**src/rtl/seq_sat_counter.sv**
```systemverilog
// Saturating up-counter with clear and load-one.
// Ports: clk, rst (sync, high), inc, clr, load1, q[W-1:0].
module seq_sat_counter #(
  parameter int W = 8
) (
  input  logic         clk,
  input  logic         rst,
  input  logic         inc,
  input  logic         clr,
  input  logic         load1,
  output logic [W-1:0] q
);

  logic [W-1:0] r_q;
  logic [W-1:0] w_base;
  logic [W-1:0] w_next;

  // clr zeroes the base; inc/load1 then apply on top
  always_comb begin
    w_base = clr ? '0 : r_q;
    w_next = w_base;
    if (load1)
      w_next = W'(1);
    else if (inc && (w_base != '1))
      w_next = w_base + W'(1);
  end

  always_ff @(posedge clk) begin
    if (rst) r_q <= '0;
    else     r_q <= w_next;
  end

  assign q = r_q;

endmodule

```
**config.mk**
```make
export PLATFORM = sky130hd
export DESIGN_NAME = seq_sat_counter
export DESIGN_NICKNAME = d
export VERILOG_FILES = /design/src/rtl/seq_sat_counter.sv
export SDC_FILE = /design/constraint.sdc
export NUM_CORES = 1
export LEC_CHECK = 0
export ABC_AREA = 0
export CAP_MARGIN = 15
export CORE_AREA = 3 3 40 42
export CTS_BUF_LIST = sky130_fd_sc_hd__clkbuf_8
export DETAILED_ROUTE_END_ITERATION = 10
export DIE_AREA = 0 0 43 45
export GPL_ROUTABILITY_DRIVEN = 0
export HOLD_SLACK_MARGIN = 0.1
export MAX_ROUTING_LAYER = met4
export PLACE_DENSITY = 0.66
export SLEW_MARGIN = 20
export SYNTH_ARGS = -nofsm -noshare
export SYNTH_HDL_FRONTEND = slang
export SYNTH_SLANG_ARGS = --single-unit
```
**constraint.sdc**
```tcl
create_clock -name clk -period 2.1 [get_ports clk]
set_clock_uncertainty 0.1 [all_clocks]
set_input_delay 0.42 -clock clk [delete_from_list [all_inputs] [get_ports clk]]
set_output_delay 0.42 -clock clk [all_outputs]
set_load 0.05 [all_outputs]
```
==> run summary <==
• **result of the run** finished, final reports clean
• **share of the yosys chip area belonging to registers** 30.8%
• **cts-stage hold buffer count** 0
• **fraction of layout cells with a size suffix above 1** 28.7%
• **Die Span X** 43 um
• **total number of vias** 552
• **initial antenna violation count** 0
• **# DRC** 0
• **count of different cell masters after synthesis** 32
• **crit end category** output port
• **clock-pin slew reported for the worst setup and hold paths after clock tree synthesis** 0.05 ns
• **delay-heaviest family, CP** buffers and inverters
• **Mapped Avg Cell Area** 8.97 um2
• **total power consumption of the routed design** 0.397 mW
• **Slowest Stage Delay on Critical Path** 0.86 ns
• **final net count** 88
• **achievable clock frequency** 0.497 GHz
• **max FFs per register** 8
• **height of the die** 45 um
• **Synth Register Bits** 8
• **Comb pwr share** 11.7%
• **peak supply drop** 0.618 mV
• **worst setup path startpoint** q[1]
• **number of nets produced by synthesis** 64
• **kind of critical path** register to output port
• **fraction of synthesis flops using an asynchronous set or reset pin** 0%
• **data required time of the worst path** 1.58 ns
• **Synth-to-Final Area Change** 49.5%
• **hold violation total from the final report** 0
• **last element of the critical path** q[1]
• **Main synth FF type** sky130_fd_sc_hd__dfxtp_1
• **leakage component of the power** 0.295 nW
• **DRT iter0 DRCs** 35
• **worst path arrival time** 1.49 ns
• **# clock sinks** 8
• **count of cell instances traversed by the critical path** 1
• **leading cell types by count after synthesis** 8 x sky130_fd_sc_hd__dfxtp_1, 4 x sky130_fd_sc_hd__inv_1, 4 x sky130_fd_sc_hd__nor2b_1
• **wirelength, routed** 1.37 mm
• **Reg power frac** 39.6%
• **Post-Route Setup TNS** 0 ns
• **count of port buffers added during placement** 12
• **Clock Latency Late Sink** 0.23 ns
• **number of max-cap violations** 0
• **drt via density** 5.81
• **cell count after synthesis** 58
• **Crit Reg-Reg Endpoint** q[6]
• **relative slew slack** 64.0%
• **unrepaired setup endpoints after global routing** no
• **mean routed wirelength per cell** 14.4 um
• **Row Count** 13
• **fin crit share** 95.8%
• **die footprint** 1940 um2
• **CP startpoint kind** register
• **Inserted Clock Buffers** 3
• **number of nets with antenna violations after detailed routing** 0
• **Initial DRT Pass Iterations** 4
• **root buffer cell** sky130_fd_sc_hd__clkbuf_8
• **CP max FO** 3
• **CTS HTree Levels** 1
• **cell types with the largest area share after synthesis** sky130_fd_sc_hd__dfxtp_1 31%, sky130_fd_sc_hd__a2111oi_2 5.8%, sky130_fd_sc_hd__nor2b_1 4.8%
• **overflow left after global routing** 0
• **number of diodes** 0
• **Initial Util** 40.5%
• **CTS tree** built
• **number of warning messages in the yosys log** 0
• **post-detailed-placement half-perimeter wirelength** 942 um
• **top-area cell type share of the netlist area** 30.8%
• **depth of the most critical reg-to-reg path** 5
• **number of enable flip-flop cells after synthesis** 0
• **internal power summed over all cells** 0.302 mW
• **actual slew at the worst max-slew pin** 0.538 ns
• **vias in the first global route** 426
• **total routing usage reported by global routing** 14.3%
• **net load switching power** 0.0943 mW
• **maximum number of pins on one net before global-route repair** 11
• **Synth area leader** sky130_fd_sc_hd__dfxtp_1
• **number of primary I/O pins** 13
• **clock period minus final worst setup slack** 2.01 ns
• **final count of pins violating max slew** 0
• **min-delay worst type** register to register
• **core footprint** 1280 um2
• **first-pass GRT wire length** 1.97 mm
• **start of the worst register-to-register path** q[1]
• **master of the slowest instance on the critical path** sky130_fd_sc_hd__clkdlybuf4s50_1
• **buffer levels on the longest clock path** 2
• **clock group share of total power** 48.6%
• **final setup violating endpoints** 0
• **total power divided by cell area** 510 nW/um2
• **cell-by-cell trace of the critical path** clkdlybuf4s50_1
• **Worst R2R Setup Slack** 0.27 ns
• **Net Sw Frac** 23.8%
• **post-synthesis instance area** 520 um2
• **total buffers and inverters traversed by the critical path** 1
• **most common cell in the netlist** sky130_fd_sc_hd__dfxtp_1
## cell type report
class / instances / area [um2]
flip-flops and latches: 8 / 161
inverters: 4 / 15.0
multi-input cells: 44 / 357
clock buffers: 3 / 41.3
fillers: 118 / 507
repair buffers: 21 / 185
well taps: 15 / 18.8
## stage by stage
step                      cells  hold WS, ns  util [%]  instance area [um2]  setup slack, ns
after floorplan              58        0.381         -                  522          0.00453
after global placement       89        0.421      53.3                  684           -0.192
after detailed placement     89        0.419      53.3                  684           -0.209
after CTS                    92        0.428      56.5                  726          0.00921
after global routing         95        0.471      60.6                  778           0.0631
final                        95        0.439      60.6                  778           0.0884
## layout by cell type (no fill, tap or decap), drive strengths merged, types with 3 or more instances in the layout
cell           count
clkdlybuf4s50      9
dfxtp              8
clkbuf             3
nor2b              4
nand4              3
a2111oi            3
nand2              3
buf               11
nor3               3
nor2               3
inv                4
## per-layer routing
layer	global-route usage [%]	up-vias	wire length (um)
li1	-	272	-
met1	19.3	261	649
met2	19.8	17	621
met3	5.98	2	91
met4	3.61	0	8
met5	-	-	0
## worst min-delay path: cells and delay by family (launching register included)
kind,cells,cell delay (ns)
AOI/OAI and AO/OA,2,0.14
DFF,1,0.35
## cells by family after synthesis
| logic type | after synthesis | synth area share (%) |
|---|---|---|
| simple gates | 27 | 33.7 |
| buf+inv | 6 | 6.01 |
| flops | 8 | 30.8 |
| fa+ha+maj | 1 | 2.40 |
| compound gates | 14 | 23.3 |
| mux | 2 | 3.85 |
## timing repair
action | CTS | global route
buffers inserted | 0 | 3
endpoints found under the setup margin | 0 | 5
resized for setup | 0 | 7
## power groups by stage
stage               Sequential (mW)  Combinational (mW)  Clock, mW
detailed placement            0.160              0.0435          0
floorplan                     0.166              0.0165          0
global placement              0.160              0.0435          0
finish                        0.157              0.0466      0.193
CTS                           0.157              0.0436      0.194
global route                  0.157              0.0497      0.201
## worst min path at each step
| stage | start | end | slack, ns | cells after the start |
|---|---|---|---|---|
| 6_report | q[7] | q[7] | 0.44 | 2 |
| 5_1_grt | q[7] | q[7] | 0.47 | 2 |
| 4_1_cts | q[7] | q[7] | 0.43 | 2 |
| 3_5_place_dp | q[7] | q[7] | 0.42 | 2 |
| 3_3_place_gp | q[7] | q[7] | 0.42 | 2 |
| 2_1_floorplan | rst | q[0] | 0.38 | 1 |
(Power assumes the default switching activity.)
